[src/rtl/lcd_pkg.sv]
// lcd_pkg: shared constants, scanout state encoding and latched frame configuration.
package lcd_pkg;
    localparam int LCD_RAM_COLS = 132;
    localparam int LCD_ADDR_W   = 11;

    typedef enum logic [1:0] {IDLE, FETCH, WAIT, OUT} scan_state_t;

    typedef struct packed {
        logic       enabled;
        logic       all_on;
        logic       invert;
        logic       row_order;
        logic [5:0] start_line;
    } lcd_scan_cfg_t;
endpackage

[src/rtl/lcd_scan_addr.sv]
// lcd_scan_addr: maps a scan row/column to framebuffer byte address and bit index.
module lcd_scan_addr
    import lcd_pkg::*;
(
    input  logic [5:0]            i_row,
    input  logic [7:0]            i_col,
    input  lcd_scan_cfg_t         i_cfg,
    output logic [LCD_ADDR_W-1:0] o_addr,
    output logic [2:0]            o_bit
);
    logic [5:0] w_line;

    // 6-bit arithmetic gives the modulo-64 wrap of the scanline for free
    assign w_line = i_cfg.start_line + (i_cfg.row_order ? 6'd63 - i_row : i_row);
    assign o_addr = LCD_ADDR_W'(w_line[5:3]) * LCD_ADDR_W'(LCD_RAM_COLS) + LCD_ADDR_W'(i_col);
    assign o_bit  = w_line[2:0];
endmodule

[src/rtl/lcd_scanout.sv]
// lcd_scanout: reads a paged LCD framebuffer and streams one pixel per handshake.
// Define LCD_SCANOUT_FRAME_COUNT_EN to build the completed-frame counter.
module lcd_scanout
    import lcd_pkg::*;
#(
    parameter int VIS_COLS = 96,
    parameter int VIS_ROWS = 64
) (
    input  logic                  clk,
    input  logic                  reset,
    input  logic                  frame_start,
    input  logic                  display_enabled,
    input  logic                  all_pixels_on,
    input  logic                  invert_pixels,
    input  logic                  row_order,
    input  logic [5:0]            start_line,
    output logic                  fb_read,
    output logic [LCD_ADDR_W-1:0] fb_addr,
    input  logic [7:0]            fb_data,
    output logic                  pix_valid,
    input  logic                  pix_ready,
    output logic                  pix_data,
    output logic                  pix_first,
    output logic                  pix_eol,
    output logic                  pix_last,
    output logic                  busy,
    output logic                  frame_overrun,
    output logic [15:0]           frame_count
);
    scan_state_t           r_state, w_next;
    lcd_scan_cfg_t         r_cfg;
    logic [5:0]            r_row;
    logic [7:0]            r_col;
    logic                  r_pix, r_overrun;
    logic [LCD_ADDR_W-1:0] w_addr;
    logic [2:0]            w_bit;
    logic                  w_xfer, w_eol, w_last_row;

    lcd_scan_addr u_addr (
        .i_row  (r_row),
        .i_col  (r_col),
        .i_cfg  (r_cfg),
        .o_addr (w_addr),
        .o_bit  (w_bit)
    );

    assign w_xfer     = (r_state == OUT) && pix_ready;
    assign w_eol      = r_col == 8'(VIS_COLS - 1);
    assign w_last_row = r_row == 6'(VIS_ROWS - 1);

    always_comb begin
        w_next = r_state;
        case (r_state)
            IDLE:    if (frame_start) w_next = display_enabled ? FETCH : OUT;
            FETCH:   w_next = WAIT;
            WAIT:    w_next = OUT;
            OUT:     if (pix_ready) w_next = (w_eol && w_last_row) ? IDLE : (r_cfg.enabled ? FETCH : OUT);
            default: w_next = IDLE;
        endcase
    end

    always_ff @(posedge clk) begin
        if (reset) begin
            r_state   <= IDLE;
            r_cfg     <= '0;
            r_row     <= '0;
            r_col     <= '0;
            r_pix     <= 1'b0;
            r_overrun <= 1'b0;
        end else begin
            r_state   <= w_next;
            r_overrun <= frame_start && (r_state != IDLE);
            if (r_state == IDLE && frame_start) begin
                r_cfg <= '{enabled: display_enabled, all_on: all_pixels_on, invert: invert_pixels,
                           row_order: row_order, start_line: start_line};
                r_row <= '0;
                r_col <= '0;
                r_pix <= 1'b0;
            end
            if (r_state == WAIT)
                r_pix <= r_cfg.all_on | (fb_data[w_bit] ^ r_cfg.invert);
            if (w_xfer) begin
                r_col <= w_eol ? 8'd0 : r_col + 8'd1;
                if (w_eol) r_row <= r_row + 6'd1;
            end
        end
    end

`ifdef LCD_SCANOUT_FRAME_COUNT_EN
    logic [15:0] r_frame_count;

    always_ff @(posedge clk) begin
        if (reset) r_frame_count <= '0;
        else if (w_xfer && w_eol && w_last_row) r_frame_count <= r_frame_count + 16'd1;
    end

    assign frame_count = r_frame_count;
`else
    assign frame_count = '0;
`endif

    assign fb_read       = r_state == FETCH;
    assign fb_addr       = fb_read ? w_addr : '0;
    assign pix_valid     = r_state == OUT;
    assign pix_data      = pix_valid & r_cfg.enabled & r_pix;
    assign pix_first     = pix_valid && r_row == 6'd0 && r_col == 8'd0;
    assign pix_eol       = pix_valid && w_eol;
    assign pix_last      = pix_valid && w_eol && w_last_row;
    assign busy          = r_state != IDLE;
    assign frame_overrun = r_overrun;
endmodule

[config.mk]
export PLATFORM = sky130hd
export DESIGN_NAME = lcd_scanout
export DESIGN_NICKNAME = d
export VERILOG_FILES = /design/src/rtl/lcd_pkg.sv /design/src/rtl/lcd_scan_addr.sv /design/src/rtl/lcd_scanout.sv
export SDC_FILE = /design/constraint.sdc
export NUM_CORES = 1
export LEC_CHECK = 0
export CORE_UTILIZATION = 50
export CTS_BUF_LIST = sky130_fd_sc_hd__clkbuf_8
export DETAILED_ROUTE_END_ITERATION = 10
export PLACE_DENSITY = 0.83
export SLEW_MARGIN = 10
export SYNTH_ARGS = -nofsm -noshare
export SYNTH_HDL_FRONTEND = slang
export SYNTH_SLANG_ARGS = --single-unit
[constraint.sdc]
create_clock -name clk -period 5 [get_ports clk]
set_clock_uncertainty 0.2 [all_clocks]
set_input_delay 0.75 -clock clk [delete_from_list [all_inputs] [get_ports clk]]
set_output_delay 0.75 -clock clk [all_outputs]
set_load 0.01 [all_outputs]
## Word level (Yosys, flattened, before mapping)

Cells that the tools add are included.

- Add/sub/neg operators: 5
- Multiply operators: 1
- Order comparisons: 1
- Equal/unequal tests: 7
- Multiplexer cells: 18
- Bitwise logic cells: 4
- Reduce and logical (&&, ||, !) cells: 15

Operators by type and width:

| operator | count |
|---|---|
| $mux 6 | 4 |
| $mux 8 | 3 |
| $add 11x8->11 | 1 |
| $mux 11 | 1 |
| $mux 2 | 5 |
| $mul 3x6->9 const B | 1 |
| $add 8x1->8 const B | 1 |
| $eq 8x7->1 const B | 1 |
| $logic_and 1x1->1 | 8 |
| $logic_not 8->1 | 1 |
| $pmux 2 s4 | 1 |
| $add 6x1->6 const B | 1 |
| $add 6x6->6 | 1 |
| $eq 6x6->1 const B | 1 |
| $logic_not 6->1 | 1 |
| $reduce_bool 2->1 | 3 |
| $sub 6x6->6 const A | 1 |
| $eq 2x2->1 const B | 2 |
| $lt 3x4->1 const B | 1 |
| $bmux 1 s3 | 1 |
| $mux 1 | 3 |
| $and 1x1->1 | 2 |
| $eq 2x1->1 const B | 1 |
| $logic_not 2->1 | 1 |
| other kinds (5) | 5 |

- Register bits after elaboration: 28
- Bits of input ports: 22
- Output and inout port bits: 35
- Word-level logic and storage cells: 61

## Logic depth before layout (Yosys ltp)

- Depth in word-level cells: 8
- Gate-level depth with buffers: 14
- Depth with buffers taken out: 13

## Modules after synthesis

A second synthesis with hierarchy kept.

- Cells, all modules: 268
- Area total of the unflattened synthesis: 2157.1 µm²

Modules (own cells, without submodules):

| module | instances | cells each | area each (µm²) | seq. area each (µm²) |
|---|---|---|---|---|
| lcd_scanout | 1 | 206 | 1652.8 | 560.5 |
| lcd_scan_addr | 1 | 62 | 504.2 | 0.0 |

## Least setup slack after synthesis

No wires, ideal clock.

- Path kind: reg-to-output
- From: register r_cfg[6] (netlist name)
- To: output fb_addr[9]
- Arrival: 3.214 ns
- Required time: 4.050 ns
- Setup slack: 0.836 ns
- Cell stages (with the launch flop): 15
- Buffers on the path: 1
- Cell sequence: dfxtp_1 buf_2 xor2_1 ha_1 fa_1 a21o_1 a21oi_1 xor2_1 inv_1 ha_1 and3_1 a211oi_1 o21ba_2 o21ai_0 mux2i_1

- Longest elaborated chain between the ends: 5

RTL lines:

| item | line | RTL |
|---|---|---|
| from (decl) | lcd_scanout.sv:31 | `lcd_scan_cfg_t r_cfg;` |
| from (signal assigned) | lcd_scanout.sv:74 | `r_cfg <= '{enabled: display_enabled, all_on: all_pixels_on, invert: invert_pixels,` |
| $mux 6 | lcd_scan_addr.sv:14 | `assign w_line = i_cfg.start_line + (i_cfg.row_order ? 6'd63 - i_row : i_row);` |
| $add 6x6->6 | lcd_scan_addr.sv:14 |  |
| $mul 3x6->9 | lcd_scan_addr.sv:15 | `assign o_addr = LCD_ADDR_W'(w_line[5:3]) * LCD_ADDR_W'(LCD_RAM_COLS) + LCD_ADDR_W'(i_col);` |
| $add 11x8->11 | lcd_scan_addr.sv:15 |  |
| $mux 11 | lcd_scanout.sv:103 | `assign fb_addr = fb_read ? w_addr : '0;` |
| to (decl) | lcd_scanout.sv:18 | `output logic [LCD_ADDR_W-1:0] fb_addr,` |

No other way between the ends.

## Final worst setup path

- From: register r_row[0]
- To: output fb_addr[8]

- Longest elaborated chain between the ends: 6

RTL lines:

| item | line | RTL |
|---|---|---|
| from (decl) | lcd_scanout.sv:32 | `logic [5:0] r_row;` |
| from (signal assigned) | lcd_scanout.sv:84 | `if (w_eol) r_row <= r_row + 6'd1;` |
| $sub 6x6->6 | lcd_scan_addr.sv:14 |  |
| $mux 6 * | lcd_scan_addr.sv:14 |  |
| $add 6x6->6 * | lcd_scan_addr.sv:14 |  |
| $mul 3x6->9 * | lcd_scan_addr.sv:15 |  |
| $add 11x8->11 * | lcd_scan_addr.sv:15 |  |
| $mux 11 * | lcd_scanout.sv:103 |  |

Every way passes the cells marked *; elsewhere a longest branch is shown, timed or not.

==> flow_metrics.tcl <==
set metrics [dict create \
    buffer_ports.inserted 40 \
    rrSetupSlack_ns 2.47 \
    setup_violating_endpoint_count_in_the_final_report 0 \
    cts_made_buffers 3 \
    avgSynthCellArea_um2 7.918 \
    worst-endpoint-required_ns 4.05 \
    count_of_antenna_diodes_in_the_layout 0 \
    grt.met2_usage 0.3763 \
    max_slew_margin 0.3073 \
    grt_use_met3 0.01724 \
    synth.yosys.warnings 0 \
    power_report.internal_total_w 0.0003958 \
    routed_wire_length_per_instance_um 12.82 \
    achievable-frequency_ghz 0.2095 \
    ir_drop_worst_case_vdd_mv 0.1954 \
    clkSlewWorstSetupHoldPaths_ns 0.10 \
    routed_wl_um 4345 \
    drt_iter0_drc 111 \
    insertion_delay_ns 0.27 \
    busiest_layer "met2" \
    layout.area.seq_um2 561.8 \
    core_region_area_um2 3799 \
    rows 22 \
    yosysUniqueCellTypes 47 \
    cap_viol_max_count 0 \
    power.static_leakage_nw 1.083 \
    post-route-min-period_ns 4.773 \
    routed-via-count 1838 \
    setup_repair_after_global_routing_missed_its_margin "no" \
    final.period_utilization 0.9546 \
    grt_antenna_before_repair 0 \
    multi_input_gate_area_in_the_final_layout_um2 1356 \
    cp_max_fo 6 \
    fillCellCount 352 \
    yosys_top_cell_by_area "sky130_fd_sc_hd__dfxtp_1" \
    synth_compound_gate_area_share 0.1592 \
    tns_ns 0 \
    dpl.hpwl_um 3183 \
    hold_class "reg -> reg" \
    die-area_um2 4361 \
    switching_share 0.2620 \
    synth.area.top_cells "sky130_fd_sc_hd__dfxtp_1 27%, sky130_fd_sc_hd__ha_1 8.5%, sky130_fd_sc_hd__a21oi_1 7.1%" \
    cts.root.buffer_cell "sky130_fd_sc_hd__clkbuf_8" \
    tritoncts_clock_tree "done" \
    final-hold-violation-count 0 \
    ant_nets 0 \
    drt_pass1_iterations 4 \
    gr-total-overflow 0 \
    worst_ep_arrival_time_ns 3.82 \
    area_delta_synth_final_pct 22.51 \
    combPwrFrac 0.224 \
    yosys.area_share.xor_xnor 0.07261 \
    post_route_drc 0 \
    p_total_w 0.0005363 \
    end_kind "primary output" \
    max_slew.worst_pin.slew_ns 1.036 \
    num_io_pins 57 \
    outcome "complete, no violations" \
    floorplan.die.width_um 66.04 \
    mappedNetlistArea_um2 2051 \
    fin_hold_ws_ns 0.2539 \
    grt_pass1_wl_um 7445 \
    final_net_count 330 \
    report.final.slew_viol_count 0 \
    synth_top_cells_by_count "29 x sky130_fd_sc_hd__a21oi_1, 29 x sky130_fd_sc_hd__nand2_1, 28 x sky130_fd_sc_hd__dfxtp_1" \
    place_congestion 0.8377 \
    power.share.clock 0.331 \
    synth_top_family_by_area "simple AND/OR/NAND/NOR gates" \
    drive_above_1_share 0.07560 \
    synth.yosys.seq_area_share 0.2733 \
    post_synth_inst_count 259 \
    power_density_nw_per_um2 213.5 \
    power.sequential.fraction 0.444 \
    synth-adder-area-share 0.1049 \
    synth.top_cell.area_share 0.2733 \
    pin_count_of_the_biggest_net_entering_global_routing 30 \
    clkSinkCount 28 \
    initial_utilization 0.5399 \
    post_synth_mux_area_share 0.03173 \
    number_of_enable_type_register_cells_in_the_synthesized_netlist 0 \
    synthSimpleGateAreaFrac 0.2428 \
    postSynthRegisterBits 28 \
    cts.path.max_buffers 2 \
    postSynth.asyncResetShare 0 \
    via_per_inst 5.422 \
    p_switching_w 0.0001405 \
    postSynth.topFlopCell "sky130_fd_sc_hd__dfxtp_1" \
    h-tree-depth 1 \
    vias_in_the_first_global_route 1767 \
    critPathKind "reg -> out" \
    die_height_um 66.04 \
    crit_path_launch_type "register" \
    grt.met1_usage 0.2735 \
    global_route.usage.total 0.2138 \
]
[cell families (layout without fill, tap and decap cells)]
| group | after synthesis | in the layout |
|---|---|---|
| other | 1 | 16 |
| and+or+nand+nor | 98 | 98 |
| AOI/OAI and AO/OA | 54 | 54 |
| muxes | 4 | 4 |
| adders and majority gates | 16 | 16 |
| buffers and inverters | 41 | 58 |
| DFF | 28 | 28 |
| xor gates and xnor gates | 17 | 17 |
[metal layers]
metal / part of all wire / wire length [µm]
met1: 0.47 / 2022
met2: 0.48 / 2080
met3: 0.039 / 169
met4: 0.017 / 73
met5: 0 / 0
[cells in the final DEF (no fill, tap or decap), types with 3 or more instances in the layout]
cell type,instances
sky130_fd_sc_hd__conb_1,16
sky130_fd_sc_hd__xor2_1,9
sky130_fd_sc_hd__nand2b_1,4
sky130_fd_sc_hd__nand4_1,4
sky130_fd_sc_hd__o21ai_0,8
sky130_fd_sc_hd__xnor2_1,5
sky130_fd_sc_hd__and4_1,3
sky130_fd_sc_hd__a311oi_1,3
sky130_fd_sc_hd__nand2_1,29
sky130_fd_sc_hd__a21o_1,3
sky130_fd_sc_hd__and2_1,4
sky130_fd_sc_hd__clkdlybuf4s50_1,39
sky130_fd_sc_hd__nand3_1,9
sky130_fd_sc_hd__a21oi_1,27
sky130_fd_sc_hd__and3_1,5
sky130_fd_sc_hd__nor2_1,20
sky130_fd_sc_hd__clkbuf_8,3
sky130_fd_sc_hd__dfxtp_1,27
sky130_fd_sc_hd__ha_1,14
sky130_fd_sc_hd__or3_1,4
sky130_fd_sc_hd__inv_1,12
[registers in the layout, indices dropped and copies added (netlist names)]
signal         cells
r_pix              1
r_cfg             10
frame_overrun      1
r_state            2
r_col              8
r_row              6
[worst max-delay path: stages (launching register included)]
cell	delay, ns
sky130_fd_sc_hd__dfxtp_2	0.36
sky130_fd_sc_hd__xor2_1	0.15
sky130_fd_sc_hd__ha_1	0.23
sky130_fd_sc_hd__fa_1	0.41
sky130_fd_sc_hd__a21o_1	0.19
sky130_fd_sc_hd__a21oi_2	0.18
sky130_fd_sc_hd__xor2_2	0.25
sky130_fd_sc_hd__inv_1	0.12
sky130_fd_sc_hd__fa_1	0.44
sky130_fd_sc_hd__a21o_1	0.19
sky130_fd_sc_hd__a41oi_1	0.31
sky130_fd_sc_hd__xnor2_1	0.10
sky130_fd_sc_hd__nor2_1	0.09
sky130_fd_sc_hd__clkdlybuf4s50_1	0.54
[final timing paths]
check	from	end	depth (start not counted)
worst max-delay path	r_row[0]$_SDFF_PP0_	fb_addr[8]	13
worst min-delay path	r_cfg[9]$_SDFFE_PP0P_	r_cfg[9]$_SDFFE_PP0P_	2
worst max register to register	r_row[0]$_SDFF_PP0_	r_pix$_SDFFE_PP0P_	7
worst min register to register	r_cfg[9]$_SDFFE_PP0P_	r_cfg[9]$_SDFFE_PP0P_	2
[layout make-up]
cell class                      instances  area share
Multi-Input combinational cell        205      0.5398
Sequential cell                        28      0.2236
Timing Repair Buffer                   42      0.1663
Tap cell                               48     0.02390
Inverter                               12     0.01793
Clock buffer                            3     0.01643
Clock inverter                          1     0.01195
[through the flow]
stage               setup WS (ns)  instance area (µm²)  utilization  cells
floorplan                  0.8361                 2107            -    274
global placement           0.3441                 2387       0.6285    334
detailed placement         0.1566                 2387       0.6285    334
CTS                       0.01365                 2464       0.6486    338
global route              0.05333                 2512       0.6614    339
finish                     0.2269                 2512       0.6614    339
[power groups by stage]
| stage | Sequential (W) | Combinational, W | Clock, W |
|---|---|---|---|
| floorplan | 0.000240 | 0.0000863 | 0 |
| global placement | 0.000243 | 0.000113 | 0 |
| detailed placement | 0.000243 | 0.000115 | 0 |
| CTS | 0.000238 | 0.000116 | 0.000180 |
| global route | 0.000240 | 0.000134 | 0.000189 |
| finish | 0.000238 | 0.000120 | 0.000178 |
[timing repair]
| item | 4_1_cts | 5_1_grt |
|---|---|---|
| endpoints found under the setup margin | 2 | 5 |
| setup buffers | 0 | 1 |
| hold buffers | 0 | 0 |
| pin swaps | 0 | 1 |
| gates resized for setup | 1 | 8 |
Note: power is estimated with default switching activity, not from simulation.
